## src/rtl/counter_4bit_monitor.sv

```systemverilog
// Passive checker for a loadable up-counter: predicts the next count each
// cycle, flags mismatches and wraps, and keeps a saturating error count.
//
// Ports:
//   clk, reset (async, active-high)   monitor clock and reset
//   cnt_reset_n, load, load_data, count  observed counter interface
//   clr_err                           synchronous clear of err_count/fault
//   synced                            high while tracking the counter
//   expected                          predicted count at the next edge
//   mismatch, wrap                    one-cycle result pulses
//   err_count                         saturating mismatch count
//   fault                             sticky fault flag
//
// Build option: define STICKY_FAULT_EN to add the FAULT state and a sticky
// fault flag; otherwise fault is tied low.

module counter_4bit_monitor #(
    parameter int WIDTH = 4,
    parameter int ERR_W = 8
) (
    input  logic             clk,
    input  logic             reset,
    input  logic             cnt_reset_n,
    input  logic             load,
    input  logic [WIDTH-1:0] load_data,
    input  logic [WIDTH-1:0] count,
    input  logic             clr_err,
    output logic             synced,
    output logic [WIDTH-1:0] expected,
    output logic             mismatch,
    output logic             wrap,
    output logic [ERR_W-1:0] err_count,
    output logic             fault
);

`ifdef STICKY_FAULT_EN
    typedef enum logic [1:0] {UNSYNC, TRACK, FAULT} state_t;
`else
    typedef enum logic [1:0] {UNSYNC, TRACK} state_t;
`endif

    state_t state, state_d;

    logic [WIDTH-1:0] pred;
    logic [WIDTH-1:0] prev_count;
    logic             prev_load;
    logic             comparing;
    logic             mis_now;
    logic             wrap_now;
    logic             err_sat;

    // Prediction is always rebased on the observed count so a single bad
    // sample costs exactly one mismatch.
    assign pred      = load ? load_data : count + WIDTH'(1);
    assign comparing = (state != UNSYNC);
    assign mis_now   = comparing && (count != expected);
    assign wrap_now  = comparing && (count == '0) &&
                       (prev_count == '1) && !prev_load;
    assign err_sat   = &err_count;

    // State register
    always_ff @(posedge clk or posedge reset) begin
        if (reset) begin
            state <= UNSYNC;
        end else begin
            state <= state_d;
        end
    end

    // Next-state logic
    always_comb begin
        state_d = state;
        if (!cnt_reset_n) begin
            state_d = UNSYNC;
        end else begin
            unique case (state)
                UNSYNC: state_d = TRACK;
`ifdef STICKY_FAULT_EN
                TRACK: begin
                    if (mis_now && !clr_err) begin
                        state_d = FAULT;
                    end
                end
                FAULT: begin
                    if (clr_err) begin
                        state_d = TRACK;
                    end
                end
`else
                TRACK: state_d = TRACK;
`endif
                default: state_d = UNSYNC;
            endcase
        end
    end

    // Output decode
    always_comb begin
        synced = (state != UNSYNC);
    end

    // Prediction, pulses and error count
    always_ff @(posedge clk or posedge reset) begin
        if (reset) begin
            expected   <= '0;
            mismatch   <= 1'b0;
            wrap       <= 1'b0;
            err_count  <= '0;
            prev_count <= '0;
            prev_load  <= 1'b0;
        end else begin
            prev_count <= count;
            prev_load  <= load;

            // Clear wins over a simultaneous increment.
            if (clr_err) begin
                err_count <= '0;
            end else if (cnt_reset_n && mis_now && !err_sat) begin
                err_count <= err_count + ERR_W'(1);
            end

            if (!cnt_reset_n) begin
                expected <= '0;
                mismatch <= 1'b0;
                wrap     <= 1'b0;
            end else begin
                expected <= pred;
                mismatch <= mis_now;
                wrap     <= wrap_now;
            end
        end
    end

`ifdef STICKY_FAULT_EN
    always_ff @(posedge clk or posedge reset) begin
        if (reset) begin
            fault <= 1'b0;
        end else if (clr_err) begin
            fault <= 1'b0;
        end else if (cnt_reset_n && state == TRACK && mis_now) begin
            fault <= 1'b1;
        end
    end
`else
    assign fault = 1'b0;
`endif

endmodule

```

## config.mk

```make
export PLATFORM = sky130hd
export DESIGN_NAME = counter_4bit_monitor
export DESIGN_NICKNAME = d
export VERILOG_FILES = /design/src/rtl/counter_4bit_monitor.sv
export SDC_FILE = /design/constraint.sdc
export NUM_CORES = 1
export LEC_CHECK = 0
export BUFFER_PORTS_ARGS = -buffer_cell sky130_fd_sc_hd__clkbuf_2
export CORE_AREA = 5 5 63 48
export DETAILED_ROUTE_END_ITERATION = 8
export DIE_AREA = 0 0 68 53
export PLACE_DENSITY = 0.76
export SLEW_MARGIN = 20
export SYNTH_ARGS = -nofsm -noshare
export SYNTH_HDL_FRONTEND = slang
export SYNTH_SLANG_ARGS = --single-unit
```

## constraint.sdc

```tcl
create_clock -name clk -period 1.75 [get_ports clk]
set_input_delay 0.2625 -clock clk [delete_from_list [all_inputs] [get_ports clk]]
set_output_delay 0.2625 -clock clk [all_outputs]
set_load 0.05 [all_outputs]
```

Yosys cells after proc, flatten, opt, wreduce, memory -nomap -nowiden
Index checks and enable logic that the tools add are counted.
{"block": "op_classes", "add_sub_neg": 2, "n_eq_ne": 3, "mux": 8, "n_reduce_logical": 14}
{"cell": "$mux W8", "n": 2}
{"cell": "$add A8 B1 Y8 const B", "n": 1}
{"cell": "$mux W4", "n": 2}
{"cell": "$reduce_and A8 Y1", "n": 1}
{"cell": "$logic_and A1 B1 Y1", "n": 6}
{"cell": "$add A4 B1 Y4 const B", "n": 1}
{"cell": "$eq A4 B4 Y1 const B", "n": 1}
{"cell": "$logic_not A4 Y1", "n": 1}
{"cell": "$mux W1", "n": 4}
{"cell": "$ne A4 B4 Y1", "n": 1}
{"cell": "$reduce_bool A2 Y1", "n": 2}
{"cell": "$eq A2 B1 Y1 const B", "n": 1}
{"cell": "$logic_not A1 Y1", "n": 2}
{"cell": "$logic_not A2 Y1", "n": 1}
{"cell": "$reduce_or A2 Y1", "n": 1}
{"block": "totals", "word_cells": 34, "register_bits": 21}

Depth between registers and ports, before layout
Gate-level depths: netlist (run 1).
{"block": "logic_depth", "word_depth": 6, "ltp_mapped": 6, "depth_no_buf": 5}

Worst setup path before layout (run 1)
No wires, ideal clock.
{"block": "synth_path", "path_type": "flip-flop to flip-flop", "start": "register err_count[0]", "end": "register err_count[5]", "period_less_slack_ps": 1932, "setup_time_ps": 128, "setup_slack_ps": -182, "stages_incl_launch_ff": 6, "arrival_ps": 1804, "path_buffers": 1, "required_ps": 1622, "cell_sequence": "dfrtp_1 ha_1 and4_4 buf_6 nor4_1 mux2_1"}
{"block": "synth_via", "elab_chain_len": 4, "word_cells_on_any_way": 7, "classes_between": "1 x add/sub; 2 x mux; 4 x reduce/logical"}
{"element": "from (decl)", "line_no": "32", "text": "output logic [ERR_W-1:0] err_count,"}
{"element": "from (signal assigned)", "line_no": "119", "text": "err_count <= err_count + ERR_W'(1);"}
{"element": "branches (longest 4 deep; another with $add A8 B1 Y8)"}
Parallel ways; which one is timed is not known. The select of a mux whose other input is x is not followed.
A chain may end at the register's enable or synchronous reset.

Worst setup path in the final report (run 1)
{"block": "layout_path", "start": "register err_count[3]", "end": "register err_count[3]"}
Same word-level chain as after synthesis.

==> results of run 1 <==
logic make-up after synthesis:
family / after synthesis
fa+ha+maj: 3
compound gates: 16
buf+inv: 9
flops: 20
other cells: 1
xor+xnor: 6
simple gates: 33
mux: 3
layout by cell type (no fill, tap or decap):
cell type                       count
sky130_fd_sc_hd__xnor2_1            5
sky130_fd_sc_hd__inv_1              4
sky130_fd_sc_hd__dlygate4sd3_1      1
sky130_fd_sc_hd__mux2_1             2
sky130_fd_sc_hd__and4_4             1
sky130_fd_sc_hd__clkbuf_8           1
sky130_fd_sc_hd__or3_1              2
sky130_fd_sc_hd__dfrtp_2           11
sky130_fd_sc_hd__ha_1               2
sky130_fd_sc_hd__and4_1             1
sky130_fd_sc_hd__and2_1             3
sky130_fd_sc_hd__dfrtp_1            9
sky130_fd_sc_hd__nor3_1             1
sky130_fd_sc_hd__or4_1              2
sky130_fd_sc_hd__nor4_4             1
sky130_fd_sc_hd__nor2_1             4
sky130_fd_sc_hd__nand4b_1           1
sky130_fd_sc_hd__conb_1             1
sky130_fd_sc_hd__xor2_1             1
sky130_fd_sc_hd__a311oi_1           1
sky130_fd_sc_hd__o21ai_0            5
sky130_fd_sc_hd__nor2b_1            4
sky130_fd_sc_hd__clkbuf_4           3
sky130_fd_sc_hd__a41o_1             1
sky130_fd_sc_hd__nand2_1            6
sky130_fd_sc_hd__inv_2              1
sky130_fd_sc_hd__buf_4              2
sky130_fd_sc_hd__clkbuf_2          27
sky130_fd_sc_hd__nand3_1            5
sky130_fd_sc_hd__mux2i_1            1
sky130_fd_sc_hd__nand3b_1           1
sky130_fd_sc_hd__a21oi_1            6
sky130_fd_sc_hd__ha_2               1
sky130_fd_sc_hd__nor4b_4            1
sky130_fd_sc_hd__o31ai_1            3
per-stage QoR:
stage                     total power, mW  hold slack [ps]   util
after floorplan                     0.599              226      -
after global placement              0.642              283  0.495
after detailed placement            0.644              284  0.495
after CTS                           0.911              112  0.515
after global routing                0.945              114  0.519
final                               0.899              123  0.519
metal layers:
| layer | up-vias | wire [um] | GRT usage | part of all wire |
|---|---|---|---|---|
| li1 | 377 | - | - | - |
| met1 | 380 | 963 | 0.175 | 0.49 |
| met2 | 11 | 880 | 0.189 | 0.45 |
| met3 | 4 | 83 | 0.0510 | 0.043 |
| met4 | 0 | 23 | 0.0297 | 0.012 |
| met5 | - | 0 | 0 | 0 |
state kept, by name, summed over array words and instances (netlist names):
signal	count
state	1
wrap	1
expected	4
prev_count	4
prev_load	1
mismatch	1
err_count	8
power by group:
part | total, mW | internal (mW) | leakage [nW] | switching [mW]
sequential | 0.491 | 0.481 | 0.244 | 0.0105
clock | 0.263 | 0.127 | 0.0210 | 0.136
combinational | 0.145 | 0.0457 | 0.280 | 0.0993
total | 0.899 | 0.653 | 0.545 | 0.246
repair_timing:
action,in CTS,in global routing
hold buffers,1,0
endpoints found under the hold margin,20,0
gates resized for setup,0,1
setup endpoints to repair,0,1
area by class of cell:
type	count	area share
Multi-Input combinational cell	62	0.366
Sequential cell	20	0.422
Clock buffer	4	0.0298
Timing Repair Buffer	30	0.132
Inverter	5	0.0154
Tap cell	34	0.0349
final timing paths:
| check | from | to | depth (start not counted) |
|---|---|---|---|
| max | err_count[3] | err_count[3] | 4 |
| min | cnt_reset_n | state[0] | 1 |
| max reg2reg | err_count[3] | err_count[3] | 4 |
| min reg2reg | prev_load | wrap | 3 |
| max in group asynchronous | reset | err_count[3] | 4 |
| min in group asynchronous | reset | err_count[2] | 4 |
==> summary by stage, run 1 <==
Yosys
In the synthesized netlist the dominant register cell turns out to be sky130_fd_sc_hd__dfrtp_1. The complex-gate fraction of the synthesized area came to 0.0997. Summing every instance area after synthesis gives 966 um2.

Of all cell types, the one taking the most synthesized area is sky130_fd_sc_hd__dfrtp_1. The synthesized net count is 107. The netlist uses 32 different library cells.

The flop and latch count out of synthesis is 20. The main combinational cell family by area after synthesis is simple AND/OR/NAND/NOR gates. The commonest cells after synthesis are 20 x sky130_fd_sc_hd__dfrtp_1, 6 x sky130_fd_sc_hd__a21oi_1, 6 x sky130_fd_sc_hd__nand2_1. The most common cell in the synthesized netlist is sky130_fd_sc_hd__dfrtp_1. By area the synthesized netlist is led by sky130_fd_sc_hd__dfrtp_1 52%, sky130_fd_sc_hd__xnor2_1 4.5%, sky130_fd_sc_hd__ha_1 3.9%. The share of synthesized flip-flops with an asynchronous set or reset is 1.00. For this run, the register share of the synthesized area comes to 0.518. In the synthesized netlist, the number of instances is 91.

Of the total synthesized cell area, the portion taken by AND, OR, NAND and NOR gates is 0.203. Of the total synthesized cell area, the portion taken by full adders, half adders and majority gates is 0.0389. The portion of netlist area occupied by mux cells is 0.0337.

In this run, synthesis inferred 0 flip-flops with an integrated enable. The average instance area after synthesis is 10.6 um2. Of the total synthesized cell area, the portion taken by XOR and XNOR cells is 0.0544. Of the post-synthesis cell area, the dominant cell type holds 0.518. The number of warning messages in the yosys log is 0.

Setup path
The buffers plus inverters on the worst setup path is 0. STA classifies the critical path startpoint as a flop. On the worst path, the slowest cell contributes a delay of 510 ps. The register-to-register path setup slack is 90 ps. The critical path in this run is classified as reg -> reg.

The data required time of the critical path is 1980 ps. The maximum fanout count along the critical path is 11. The kind of capture point of the worst setup path is a flop. The worst path arrival time is 1880 ps. The signal on the critical path passes through and4_1 -> and4_4 -> or4_1 -> a21oi_1. The top cell family by delay on the critical path is simple AND/OR/NAND/NOR gates. The cell with the largest stage delay on the worst path is sky130_fd_sc_hd__or4_1.

Timing
The setup total negative slack is 0 ps. The final count of hold timing violations is 0. Setup repair after global routing left no endpoint under its margin. The number of setup violations in the final report is 0. The final max-slew violation count is 0.

Dividing the final minimum period by the clock period gives 0.947. Based on the critical path, the design can be clocked at up to 603 MHz. The least setup slack across all paths after layout is 92.4 ps. On the final layout, the worst clock skew is 2.41 ps. The minimum clock period is 1660 ps.

Layout
In the final design database the tool counted 138 nets. After filler insertion, the fill cell instance count of the layout stands at 222. The number of antenna diodes in the final layout is 0. The footprint of the flip-flops and latches is 514 um2. The synthesis-to-finish area growth is 26.0%. The finished cells cover 1220 um2. In the final layout, the share of cells above drive strength 1 is 0.405. The multi-input combinational cell area is 445 um2. The count of cells in the finished layout, fillers not included, comes to 155.

Placement
Prior to clock tree synthesis, the placed netlist has a worst setup slack of 108 ps. Routability-driven placement finished with a final weighted congestion of 0.812. The instance area at placement is 1160 um2. Input and output buffers added on the ports amount to 27.

Detailed placement ended at an HPWL of 1530 um. The total placed cells including tap cells is 150.

Clock tree
Clock tree synthesis found a total of 20 sinks. The post-CTS setup buffer count is 0. The CTS tree is done. The tree is rooted in a sky130_fd_sc_hd__clkbuf_4. After clock tree synthesis, the clock-pin slew on the worst setup and hold paths is 110 ps. The latest clock arrival within the worst-skew pair is 300 ps.

The clock tree buffer depth is 2. Counting the buffers created by CTS gives 3. The depth of the CTS H-tree is 1.

Die
The vertical die dimension is 53 um. In this run the horizontal extent of the chip is 68 um. The initial core utilization is 0.412. The die covers 3600 um2. The initialized floorplan defines 15 standard-cell rows. The floorplan core area is 2350 um2.

For this design the top-level I/O count stands at 29.

Detailed routing
The detail route stage leaves a number of antenna-violating nets equal to 0. The total DRC errors in the routed layout is 0. The total vias in the final route is 772. The detailed router finished its first iteration with 16 violations. The via count normalized by instance count is 4.98. The overall routed net length is 1950 um. The pre-antenna-repair detailed-routing pass consisted of 4 iterations. In the final routed layout, each cell accounts on average for 12.6 um.

Global routing
The overall fraction of global-route tracks in use is 0.128. The number of global-route vias before repair is 734. The pin count of the biggest net entering global routing is 21.

The total overflow reported by the global router is 0. The global-route wire length before repair is 3420 um. The initial antenna violation count came to 0.

Run status
The flow ran to the end, and the final reports show no timing, DRC or antenna violations.

Worst hold path
The tightest min-delay check is of the in -> reg type.

Power
The total power per unit cell area is 739 nW/um2. IR analysis of the VDD net gives a maximum drop of 0.000579 V. The static power due to leakage is 0.545 nW.

Run
The total of max-cap violations is 0.
(Power assumes the default switching activity.)
==> inputs of run 2 (changes only) <==
- RECOVER_POWER: not set -> 25
==> summary by stage, run 2 (synthesized netlist as in run 1, its figures left out) <==
Run status
The run finished with clean final reports.

Run
The total of max-cap violations is 0.

Layout
The layout filler cell count is 227. Summing all multi-input logic gate instances after layout gives 445 um2. The final instance area is 1210 um2. The flip-flop count of the largest register, all copies and words added is 8. The register ranked first by flip-flop count is err_count. The most common cell after layout, fill and taps aside is sky130_fd_sc_hd__clkbuf_2. Of the cells placed in the final design, the portion with a size suffix greater than 1 is 0.355. The largest registers in the layout are err_count x8, expected x4, prev_count x4.

The library cells used most frequently in the layout, excluding fill and tap cells, are 21 x sky130_fd_sc_hd__clkbuf_2, 11 x sky130_fd_sc_hd__dfrtp_2, 9 x sky130_fd_sc_hd__dfrtp_1. The footprint of the flip-flops and latches is 514 um2. The number of nets in the layout is 138.

0 antenna diodes ended up in the layout. The area growth from synthesis to layout is 25.3%.

Detailed routing
In the routed design, unresolved DRC markers number 0. The detailed router finished its first iteration with 16 violations. The detailed-routing iteration count for the pre-antenna-repair pass is 4. The total vias in the final route is 777.

The routed wirelength normalized by instance count is 12.7 um. Dividing the detail-routed via count by the number of cells gives 5.01. Once detail routing completed, the nets flagged for antenna violations numbered 0.

The overall routed net length is 1970 um.

Power
Of the total power, the clock network draws 0.295. The share of power burned in combinational logic is 0.159. The worst-case IR drop observed on VDD is 0.000579 V.

The share of total power consumed by net switching is 0.276. The portion of total power attributed to sequential cells is 0.546. The total net switching power is 0.248 mW. The total power per unit cell area is 743 nW/um2. Power comes to 0.899 mW. Cell internal power was estimated by the tool at 0.651 mW. The static power due to leakage is 0.526 nW.

Clock tree
Clock tree synthesis selected as its root buffer the cell sky130_fd_sc_hd__clkbuf_4. The clock buffer count from CTS is 3. TritonCTS built the clock tree. The latest clock arrival within the worst-skew pair is 300 ps.

Clock-pin slew was measured on the worst setup and hold paths at 110 ps. CTS saw 20 sinks. The clock tree buffer depth is 2.

The depth of the CTS H-tree is 1.

Setup path
Of all nets on the critical path, the largest fanout is 11. The data required time of the critical path is 1980 ps. The reg-to-reg critical path endpoint is err_count[3]. The type of the worst setup path is reg -> reg. The first element of the critical path is err_count[3].

The startpoint type of the worst setup path is a flop. The most critical setup path has its endpoint at err_count[3]. The critical path goes through and4_1 -> and4_4 -> or4_1 -> a21oi_1. For the worst setup path, the data arrival time is 1890 ps.

In this design, the stage delay of the slowest critical-path cell is 510 ps. The setup check on the worst reg-to-reg path leaves a slack of 90 ps. The kind of capture point of the worst setup path is a flop.

The cell with the largest stage delay on the worst path is sky130_fd_sc_hd__or4_1. The reg-to-reg critical path startpoint is err_count[3]. The number of cells on the worst reg-to-reg path is 4.

Global routing
Entering global routing, the biggest net connects 21 pins. The number of global-route vias before repair is 734. For this run, the total global-route usage over all layers was measured as 0.128. The initial antenna violation count is 0.

The first global-routing pass estimated 3420 um of wire. Summed over all layers, the global routing overflow is 0.

Timing
The part of the cycle the worst path needs is 0.947. Summed over all failing endpoints, the final setup total negative slack is 0 ps. The final max-slew violation count is 0.

The worst path in the final design needs a cycle of 1660 ps, including I/O delays and setup. The fmax is 603 MHz. The final count of hold timing violations came to 0. The number of setup violations in the final report is 0. On the final layout, the worst clock skew is 1.00 ps. The least setup slack across all paths after layout is 91.9 ps. Setup repair after global routing left no endpoint under its margin.

Die
The number of placement rows is 15. The initial core utilization is 0.412. Pin placement for this block handled 29 I/O pins.

The floorplan step set the die height to 53 um. The floorplan core area is 2350 um2. The die area is 3600 um2. From left edge to right edge, the die measures 68 um.

Worst hold path
The worst hold-check path type is in -> reg.

Placement
During placement, the flow inserted port buffers numbering 27. The routability congestion estimate is 0.812. The HPWL after detailed placement is 1530 um. The post-placement setup slack is 108 ps. Summing all placed instances gives a cell area of 1160 um2.
run 2: power by group through the flow:
stage               clock network, mW  registers, mW  logic, mW
floorplan                           0          0.540     0.0589
detailed placement                  0          0.501      0.144
CTS                             0.273          0.491      0.146
finish                          0.265          0.491      0.143
global route                    0.293          0.494      0.157
global placement                    0          0.499      0.143
run 2: timing repair:
action | in CTS | in global routing
endpoints found under the hold margin | 20 | 0
hold buffers | 1 | 0
setup buffers | 0 | 0
setup endpoints to repair | 0 | 1
gates resized for setup | 0 | 1
run 2: layout make-up:
cell class | count | share of cell area
multi-input combinational | 62 | 0.368
inverter | 5 | 0.0155
tap | 34 | 0.0352
timing repair buffer | 30 | 0.126
sequential | 20 | 0.425
clock buffer | 4 | 0.0300
run 2: how the worst min path moves through the flow:
stage | start | to | cells after the start
floorplan | reset | err_count[2] | 1
global placement | reset | wrap | 3
detailed placement | reset | wrap | 3
CTS | cnt_reset_n | state[0] | 1
global route | count[3] | prev_count[3] | 1
finish | count[3] | prev_count[3] | 1
run 2: critical path, delay by kind of cell, from the launching register on:
family / cells / cell delay, ps
AOI/OAI and AO/OA: 1 / 150
DFF: 1 / 450
and+or+nand+nor: 3 / 970
run 2: metal layers:
layer  vias to the layer above  part of all wire  track usage  wire [um]
li1                        378                 -            -          -
met1                       384              0.49        0.175        969
met2                        11              0.45        0.189        897
met3                         4             0.042       0.0510         83
met4                         0             0.012       0.0297         23
met5                         -                 0            0          0
run 2: stage by stage:
step | util | hold WS, ps | cells
global route | 0.516 | 143 | 155
detailed placement | 0.495 | 284 | 150
floorplan | - | 226 | 91
CTS | 0.515 | 112 | 155
finish | 0.516 | 145 | 155
global placement | 0.495 | 283 | 150
